<file path="src/rtl/pc_flow_ctrl.sv">
// pc_flow_ctrl: PC-select strobes, return-address stack and HOLD/RUN/STALL/HALT sequencing.
// Optional macro PC_FLOW_PERF_EN adds the saturating perf_taken counter.
`timescale 1ns/1ps
module pc_flow_ctrl #(
  parameter int PC_W      = 16,
  parameter int RAS_DEPTH = 4,
  parameter int HOLD_CYC  = 2
) (
  input  logic            clk,
  input  logic            clr,
  input  logic            op_valid,
  input  logic [2:0]      op_type,
  input  logic [3:0]      cond,
  input  logic [3:0]      nzcv,
  input  logic [PC_W-1:0] pc,
  input  logic            stall,
  input  logic            resume,
  output logic            pc_en,
  output logic            BRANCH,
  output logic            JMP,
  output logic            flag_Rd_PC,
  output logic            flag_label_PC,
  output logic            flag_Rm_PC,
  output logic            ras_sel,
  output logic [PC_W-1:0] ras_top,
  output logic            ras_err,
  output logic [1:0]      state
`ifdef PC_FLOW_PERF_EN
  ,
  output logic [15:0]     perf_taken
`endif
);

  localparam int IDX_W  = (RAS_DEPTH > 1) ? $clog2(RAS_DEPTH) : 1;
  localparam int PTR_W  = IDX_W + 1;
  localparam int HCNT_W = (HOLD_CYC > 1) ? $clog2(HOLD_CYC) : 1;
  localparam logic [HCNT_W-1:0] HOLD_LAST = HCNT_W'(HOLD_CYC - 1);
  localparam logic [PTR_W-1:0]  PTR_FULL  = PTR_W'(RAS_DEPTH);

  localparam logic [2:0] OP_SEQ    = 3'd0;
  localparam logic [2:0] OP_BCOND  = 3'd1;
  localparam logic [2:0] OP_JRD    = 3'd2;
  localparam logic [2:0] OP_JLABEL = 3'd3;
  localparam logic [2:0] OP_JRM    = 3'd4;
  localparam logic [2:0] OP_CALL   = 3'd5;
  localparam logic [2:0] OP_RET    = 3'd6;
  localparam logic [2:0] OP_HALT   = 3'd7;

  typedef enum logic [1:0] {
    ST_HOLD  = 2'd0,
    ST_RUN   = 2'd1,
    ST_STALL = 2'd2,
    ST_HALT  = 2'd3
  } state_t;

  state_t              r_state;
  logic [HCNT_W-1:0]   r_hold_cnt;
  logic [PC_W-1:0]     r_ras [RAS_DEPTH];
  logic [PTR_W-1:0]    r_ptr;
  logic                r_err;

  logic                w_n, w_z, w_c, w_v;
  logic                w_cond_pass;
  logic                w_active;
  logic                w_empty;
  logic                w_full;
  logic                w_push;
  logic                w_pop;
  logic                w_fault;
  logic                w_halt_op;
  logic [IDX_W-1:0]    w_wr_idx;
  logic [IDX_W-1:0]    w_top_idx;
  logic [PC_W-1:0]     w_ret_addr;

  assign {w_n, w_z, w_c, w_v} = nzcv;

  always_comb begin
    w_cond_pass = 1'b0;
    case (cond)
      4'd0:    w_cond_pass = w_z;
      4'd1:    w_cond_pass = !w_z;
      4'd2:    w_cond_pass = w_c;
      4'd3:    w_cond_pass = !w_c;
      4'd4:    w_cond_pass = w_n;
      4'd5:    w_cond_pass = !w_n;
      4'd6:    w_cond_pass = w_v;
      4'd7:    w_cond_pass = !w_v;
      4'd8:    w_cond_pass = w_c && !w_z;
      4'd9:    w_cond_pass = !w_c || w_z;
      4'd10:   w_cond_pass = (w_n == w_v);
      4'd11:   w_cond_pass = (w_n != w_v);
      4'd12:   w_cond_pass = !w_z && (w_n == w_v);
      4'd13:   w_cond_pass = w_z || (w_n != w_v);
      4'd14:   w_cond_pass = 1'b1;
      default: w_cond_pass = 1'b0;
    endcase
  end

  // stall overrides everything combinationally while in RUN
  assign w_active   = (r_state == ST_RUN) && !stall;
  assign w_empty    = (r_ptr == '0);
  assign w_full     = (r_ptr == PTR_FULL);
  assign w_wr_idx   = r_ptr[IDX_W-1:0];
  assign w_top_idx  = r_ptr[IDX_W-1:0] - IDX_W'(1);
  assign w_ret_addr = pc + PC_W'(1);

  always_comb begin
    pc_en         = w_active;
    BRANCH        = 1'b0;
    JMP           = 1'b0;
    flag_Rd_PC    = 1'b0;
    flag_label_PC = 1'b0;
    flag_Rm_PC    = 1'b0;
    ras_sel       = 1'b0;
    w_push        = 1'b0;
    w_pop         = 1'b0;
    w_fault       = 1'b0;
    w_halt_op     = 1'b0;
    if (w_active && op_valid) begin
      case (op_type)
        OP_SEQ: ;
        OP_BCOND:  BRANCH = w_cond_pass;
        OP_JRD: begin
          JMP        = 1'b1;
          flag_Rd_PC = 1'b1;
        end
        OP_JLABEL: begin
          JMP           = 1'b1;
          flag_label_PC = 1'b1;
        end
        OP_JRM: begin
          JMP        = 1'b1;
          flag_Rm_PC = 1'b1;
        end
        OP_CALL: begin
          // jump is taken even when the return address cannot be saved
          JMP           = 1'b1;
          flag_label_PC = 1'b1;
          w_push        = !w_full;
          w_fault       = w_full;
        end
        OP_RET: begin
          if (w_empty) begin
            w_fault = 1'b1;
          end else begin
            JMP        = 1'b1;
            flag_Rm_PC = 1'b1;
            ras_sel    = 1'b1;
            w_pop      = 1'b1;
          end
        end
        OP_HALT: begin
          pc_en     = 1'b0;
          w_halt_op = 1'b1;
        end
        default: ;
      endcase
    end
  end

  always_ff @(posedge clk or posedge clr) begin
    if (clr) begin
      r_state    <= ST_HOLD;
      r_hold_cnt <= '0;
    end else begin
      case (r_state)
        ST_HOLD: begin
          if (r_hold_cnt == HOLD_LAST) begin
            r_state    <= ST_RUN;
            r_hold_cnt <= '0;
          end else begin
            r_hold_cnt <= r_hold_cnt + HCNT_W'(1);
          end
        end
        ST_RUN: begin
          if (stall)          r_state <= ST_STALL;
          else if (w_halt_op) r_state <= ST_HALT;
        end
        ST_STALL: if (!stall) r_state <= ST_RUN;
        ST_HALT:  if (resume) r_state <= ST_RUN;
        default:  r_state <= ST_HOLD;
      endcase
    end
  end

  always_ff @(posedge clk or posedge clr) begin
    if (clr) begin
      r_ptr <= '0;
      r_err <= 1'b0;
      for (int i = 0; i < RAS_DEPTH; i++) r_ras[i] <= '0;
    end else begin
      if (w_push) begin
        r_ras[w_wr_idx] <= w_ret_addr;
        r_ptr           <= r_ptr + PTR_W'(1);
      end else if (w_pop) begin
        r_ptr <= r_ptr - PTR_W'(1);
      end
      if (w_fault) r_err <= 1'b1;
    end
  end

  assign ras_top = w_empty ? '0 : r_ras[w_top_idx];
  assign ras_err = r_err;
  assign state   = r_state;

`ifdef PC_FLOW_PERF_EN
  logic [15:0] r_perf;

  always_ff @(posedge clk or posedge clr) begin
    if (clr) begin
      r_perf <= '0;
    end else if (pc_en && (BRANCH || JMP) && (r_perf != 16'hFFFF)) begin
      r_perf <= r_perf + 16'd1;
    end
  end

  assign perf_taken = r_perf;
`endif

endmodule
</file>
<file path="config.mk">
export PLATFORM = sky130hd
export DESIGN_NAME = pc_flow_ctrl
export DESIGN_NICKNAME = d
export VERILOG_FILES = /design/src/rtl/pc_flow_ctrl.sv
export SDC_FILE = /design/constraint.sdc
export NUM_CORES = 1
export LEC_CHECK = 0
export CELL_PAD_IN_SITES_DETAIL_PLACEMENT = 2
export CELL_PAD_IN_SITES_GLOBAL_PLACEMENT = 2
export CORE_MARGIN = 2
export CORE_UTILIZATION = 42
export CTS_BUF_LIST = sky130_fd_sc_hd__clkbuf_8
export DETAILED_ROUTE_END_ITERATION = 16
export GPL_TIMING_DRIVEN = 0
export MAX_ROUTING_LAYER = met4
export PLACE_DENSITY = 0.92
export SLEW_MARGIN = 20
export SYNTH_ARGS = -nofsm -noshare
export SYNTH_HDL_FRONTEND = slang
export SYNTH_SLANG_ARGS = --single-unit
export TNS_END_PERCENT = 100
</file>
<file path="constraint.sdc">
create_clock -name clk -period 6.2 [get_ports clk]
set_input_delay 0.93 -clock clk [delete_from_list [all_inputs] [get_ports clk]]
set_output_delay 0.93 -clock clk [all_outputs]
set_load 0.005 [all_outputs]
</file>
# Word-level counts from Yosys, hierarchy flattened
# Cells that the tools add are included.
# W data, S select, Z words.
dict set report totals {
  regBits 71
  output_inout_bits 26
}
dict set report op_classes {
  add_sub_neg 5
  bitwise 2
  reduce_logical 20
  order_cmp 3
  n_eq_ne 31
  n_mux 39
}
# cell n
set ops {}
lappend ops {{$bwmux W64} 1}
lappend ops {{$mux W16} 4}
lappend ops {{$bmux W16 S2} 1}
lappend ops {{$demux W16 S2} 1}
lappend ops {{$eq A4 B4 Y1 const B} 7}
lappend ops {{$mux W1} 20}
lappend ops {{$add A16 B1 Y16 const B} 1}
lappend ops {{$eq A4 B3 Y1 const B} 4}
lappend ops {{$eq A3 B3 Y1 const B} 5}
lappend ops {{$pmux W1 S15} 1}
lappend ops {{$mux W2} 5}
lappend ops {{$eq A4 B2 Y1 const B} 2}
lappend ops {{$pmux W2 S4} 1}
lappend ops {{$eq A3 B2 Y1 const B} 2}
lappend ops {{$ge A3 B3 Y1 const B} 2}
lappend ops {{$logic_not A1 Y1} 6}
lappend ops {{$mux W3} 2}
lappend ops {{$ne A2 B2 Y1 const B} 3}
lappend ops {{$not A2 Y3} 2}
lappend ops {{$pmux W1 S2} 3}
lappend ops {{$logic_and A1 B1 Y1} 5}
lappend ops {{$eq A2 B2 Y1 const B} 2}
lappend ops {{$eq A4 B1 Y1 const B} 1}
lappend ops {{$logic_not A4 Y1} 1}
lappend ops {{17 further kinds} 18}

# Longest topological paths before layout
# Gate-level depths: netlist of run 1.
dict set report depth {
  word_depth 7
  depth_mapped 9
  depth_no_buf 7
}

# Worst setup path before layout of run 1
# No wires, ideal clock.
dict set report synth_path {
  kind {reg-to-output}
  start {register r_ptr[0]}
  end {output port ras_top[10]}
  path_buffers 4
  path_stages_with_launch 9
  arrival_ns 2.863
  path_slack_ns 2.407
  path_cell_list {dfrtp_1 -> clkbuf_1 -> buf_1 -> inv_1 -> ha_1 -> clkbuf_1 -> buf_2 -> mux4_2 -> nor2b_1}
}
dict set report synth_between {
  elab_chain_len 6
  word_cells_on_any_way 7
  cone_classes {add/sub (1); mux (4); bitwise (1); reduce/logical (1)}
}
# element line_no
set synth_lines {}
lappend synth_lines {{from (decl)} 59} ;# logic [PTR_W-1:0] r_ptr;
lappend synth_lines {{from (signal assigned)} 194} ;# r_ptr <= r_ptr + PTR_W'(1);
lappend synth_lines {{from (signal assigned)} 196} ;# r_ptr <= r_ptr - PTR_W'(1);
lappend synth_lines {{$sub A2 B1 Y2} 104} ;# assign w_top_idx = r_ptr[IDX_W-1:0] - IDX_W'(1);
lappend synth_lines {{net w_top_idx[0]} 72} ;# logic [IDX_W-1:0] w_top_idx;
lappend synth_lines {{$not A2 Y3 (not written as such)} 202} ;# assign ras_top = w_empty ? '0 : r_ras[w_top_idx];
lappend synth_lines {{$bmux W16 S2} 202}
lappend synth_lines {{$mux W16 (not written as such) (2 in a row)} 202}
lappend synth_lines {{$mux W16} 202}
lappend synth_lines {{to (decl)} 25} ;# output logic [PC_W-1:0] ras_top,
# The timed path passes the listed nets, and every way through them passes these cells. The select of a mux whose other input is x is not followed.

# Final worst setup path of run 1
dict set report layout_path {
  start {register r_ptr[0]}
  end {output port ras_top[9]}
}
# Same word-level chain as after synthesis.

==> flow_summary_export.csv, run 1 <==
group,metric,value,unit
routing,routed_wl,10.9,mm
timing,slew_viol_final,0,
yosys,synth.area.top_cells,"dfrtp_1 (45%), mux2_2 (13%), mux4_2 (9.1%)",
timing,max_freq,179,MHz
die,fp.dieH,101,um
routing,drtPass1Iterations,3,
routing,drc,0,
die,die_area,0.0103,sq mm
final_layout,fin_nets,408,
final_layout,areaGrowthSynthToFinish,21.7,%
clock_network,cts_buffers,9,
timing,layout_min_cycle_time,5.60,ns
die,io_pins,58,
power,p_comb_share,40.1,%
timing,clock_skew,0.0112,ns
yosys,syn-cell-area,0.00398,sq mm
clock_network,cts_htree_levels,3,
hold_path,hold_class,"reg2reg",
yosys,ys_seq_elements,71,
timing,rsz0062_at_grt,"no",
yosys,yosys_warnings,0,
hold_path,whs_path_depth,1,
clock_network,hold_buffers,0,
yosys,netlist_instances,306,
die,core-area,0.00920,sq mm
power,p_clk_share,20.6,%
timing,hold_viol,0,
grt,grt_max_degree,51,
routing,dr.first_iter.drc_count,109,
yosys,synth_flop_cell,"dfrtp_1",
timing,slew_headroom,48.5,%
clock_network,insertion_delay,0.35,ns
setup_path,critPathKind,"reg2out",
power,pwr-share-seq,39.3,%
placement,port_buffers,52,
power,p_leak,2.26,nW
grt,grtUsageTotal,23.4,%
clock_network,clock-sinks,71,
status,outcome,"finished clean",
grt,grt_first_pass_wirelength,17.4,mm
timing,min_period_over_period,90.3,%
power,power-per-cell-area,337,mW/mm^2
setup_path,cp-start-kind,"flop",
routing,wire_per_inst,22.5,um
yosys,synth-seq-area-share,44.7,%
timing,totalNegativeSetupSlack,0,ns
yosys,synth_top_area_share,44.7,%
routing,ant_nets,0,
clock_network,cts_setup_buffers,0,
routing,viasPerCell,5.58,
clock_network,cts.path.max_buffers,2,
yosys,avgSynthCellArea,13.0,sq um
clock_network,cts_root_buffer,"clkbuf_8",
die,die_w,101,um
routing,num_vias,2713,
die,start_util,43.3,%
placement,place_congestion,0.770,
clock_network,cts_tree,"built",
final_layout,final_layout_size_suffix_gt1_share,29.9,%
power,switching_share,35.0,%
job,maxCapViolCount,0,
final_layout,layout_common_cells,"dfrtp_1 (71), clkdlybuf4s50_1 (52), mux2_2 (47), nor2b_1 (18), mux4_2 (16)",
power,switching_power,0.570,mW
yosys,synth-edff-count,0,
final_layout,num_antenna_cells,0,
yosys,synth_nets,344,
grt,grt_pass1_vias,3068,
timing,setup_ws,0.603,ns
setup_path,critPathRequiredTime,5.27,ns
grt,antenna_found_initial,0,
clock_network,clk_pin_slew,0.07,ns
yosys,yosys.area.top_type,"dfrtp_1",
yosys,synth_cell_types,45,
setup_path,reg2reg_depth,9,
die,rows,35,
timing,tightest_slew,0.762,ns
power,p_int,1.06,mW
final_layout,final_common_cell,"dfrtp_1",
grt,grt_remaining_overflow,0,
timing,setup_viol,0,
placement,hpwlAfterDp,7.99,mm
setup_path,worstSetupEndpointType,"output port",
setup_path,path_max_fanout,10,
yosys,async_flop_share,100,%
power,vdd_drop_max,0.151,mV
clock_network,cts_resized,0,
placement,place_ws,0.943,ns
setup_path,crit_arrival,4.67,ns
final_layout,n_fill_cell,898,
-- Yosys cell counts, types with 2 or more instances --
master / n
nor3_1: 2
clkbuf_1: 7
mux2i_1: 6
nand2_4: 3
buf_2: 4
buf_6: 5
nor2b_1: 18
nand2_1: 12
inv_1: 10
xor2_1: 6
nand4_1: 4
ha_1: 5
and4_1: 4
mux4_2: 16
mux2_4: 14
dfrtp_1: 71
nor2_1: 13
mux2_2: 47
nor4bb_1: 2
a21oi_1: 5
nor3b_4: 2
nand3_1: 7
o21ai_0: 7
nor4b_1: 2
buf_1: 2
xnor2_1: 13
-- registers in the layout, indices dropped and copies added, names as in the netlist --
name        flops
state           2
r_ras          64
r_ptr           3
ras_err         1
r_hold_cnt      1
-- worst max-delay path, cell delays in order, from the launching register on --
cell and delay, ns:
dfrtp_1 0.45, clkbuf_1 0.56, buf_1 0.61, inv_1 0.17, ha_1 0.34, clkbuf_1 0.51
buf_2 0.49, mux4_2 0.58, nor2b_1 0.15, clkdlybuf4s50_1 0.47
-- area by class of cell --
cell class | instances | area, sq um | area share, %
Inverter | 10 | 40.0 | 0.827
Tap cell | 111 | 139 | 2.87
Multi-Input combinational cell | 207 | 2050 | 42.4
Buffer | 18 | 110 | 2.27
Clock buffer | 10 | 138 | 2.84
Clock inverter | 6 | 37.5 | 0.775
Timing Repair Buffer | 53 | 548 | 11.3
Sequential cell | 71 | 1780 | 36.7
-- path summary, 6_finish.rpt --
| path | end | start | slack, ns |
|---|---|---|---|
| setup / recovery | ras_top[9] | r_ptr[0] | 0.60 |
| min in group asynchronous | state[1] | clr | 0.89 |
| setup reg to reg | r_ptr[1] | r_ptr[0] | 2.63 |
| hold reg to reg | r_hold_cnt | r_hold_cnt | 0.51 |
| hold / removal | r_hold_cnt | r_hold_cnt | 0.51 |
| max in group asynchronous | r_ras[47] | clr | 4.75 |
-- routing by layer --
| layer | global-route usage [%] | part of all wire, % | vias up |
|---|---|---|---|
| li1 | - | - | 1222 |
| met1 | 28.6 | 43 | 1432 |
| met2 | 41.0 | 54 | 50 |
| met3 | 3.38 | 2.2 | 9 |
| met4 | 5.72 | 1.1 | 0 |
| met5 | - | 0 | - |
-- metrics by stage --
stage | power [mW] | area (sq um) | hold slack (ns) | cells | utilization, %
floorplan | 1.04 | 3980 | 0.436 | 306 | -
global placement | 1.25 | 4640 | 0.446 | 469 | 50.4
detailed placement | 1.31 | 4670 | 0.495 | 470 | 50.8
CTS | 1.65 | 4840 | 0.511 | 486 | 52.7
global route | 1.73 | 4840 | 0.525 | 486 | 52.7
finish | 1.63 | 4840 | 0.507 | 486 | 52.7
-- logic make-up (layout without fill, tap and decap cells) --
family	after synthesis	count (layout)	share of synthesized area, %
mux	83	83	29.2
simple gates	77	77	12.4
flops	71	71	44.7
buf+inv	28	97	3.71
compound gates	22	22	3.84
xor+xnor	19	19	4.18
fa+ha+maj	6	6	2.08
-- power groups by stage --
stage	clock [mW]	sequential [mW]	combinational (mW)
CTS	0.344	0.641	0.668
floorplan	0	0.619	0.425
global route	0.365	0.653	0.712
detailed placement	0	0.647	0.660
finish	0.336	0.640	0.655
global placement	0	0.630	0.617
No activity file was read; power rests on OpenSTA's default activity.
==> run 2, diff against run 1 <==
--- a/config.mk
+++ b/config.mk
@@ -14,7 +14,7 @@
 export GPL_TIMING_DRIVEN = 0
 export MAX_ROUTING_LAYER = met4
 export PLACE_DENSITY = 0.92
-export SLEW_MARGIN = 20
+export SLEW_MARGIN = 10
 export SYNTH_ARGS = -nofsm -noshare
 export SYNTH_HDL_FRONTEND = slang
 export SYNTH_SLANG_ARGS = --single-unit
==> results of run 2 <==
No change in the layout: final DEF, timing and power equal those of run 1.
==> run 3, diff against run 2 <==
--- a/config.mk
+++ b/config.mk
@@ -14,7 +14,7 @@
 export GPL_TIMING_DRIVEN = 0
 export MAX_ROUTING_LAYER = met4
 export PLACE_DENSITY = 0.92
-export SLEW_MARGIN = 10
+export SLEW_MARGIN = 25
 export SYNTH_ARGS = -nofsm -noshare
 export SYNTH_HDL_FRONTEND = slang
 export SYNTH_SLANG_ARGS = --single-unit
==> results of run 3 <==
No change in the layout: final DEF, timing and power equal those of run 1.
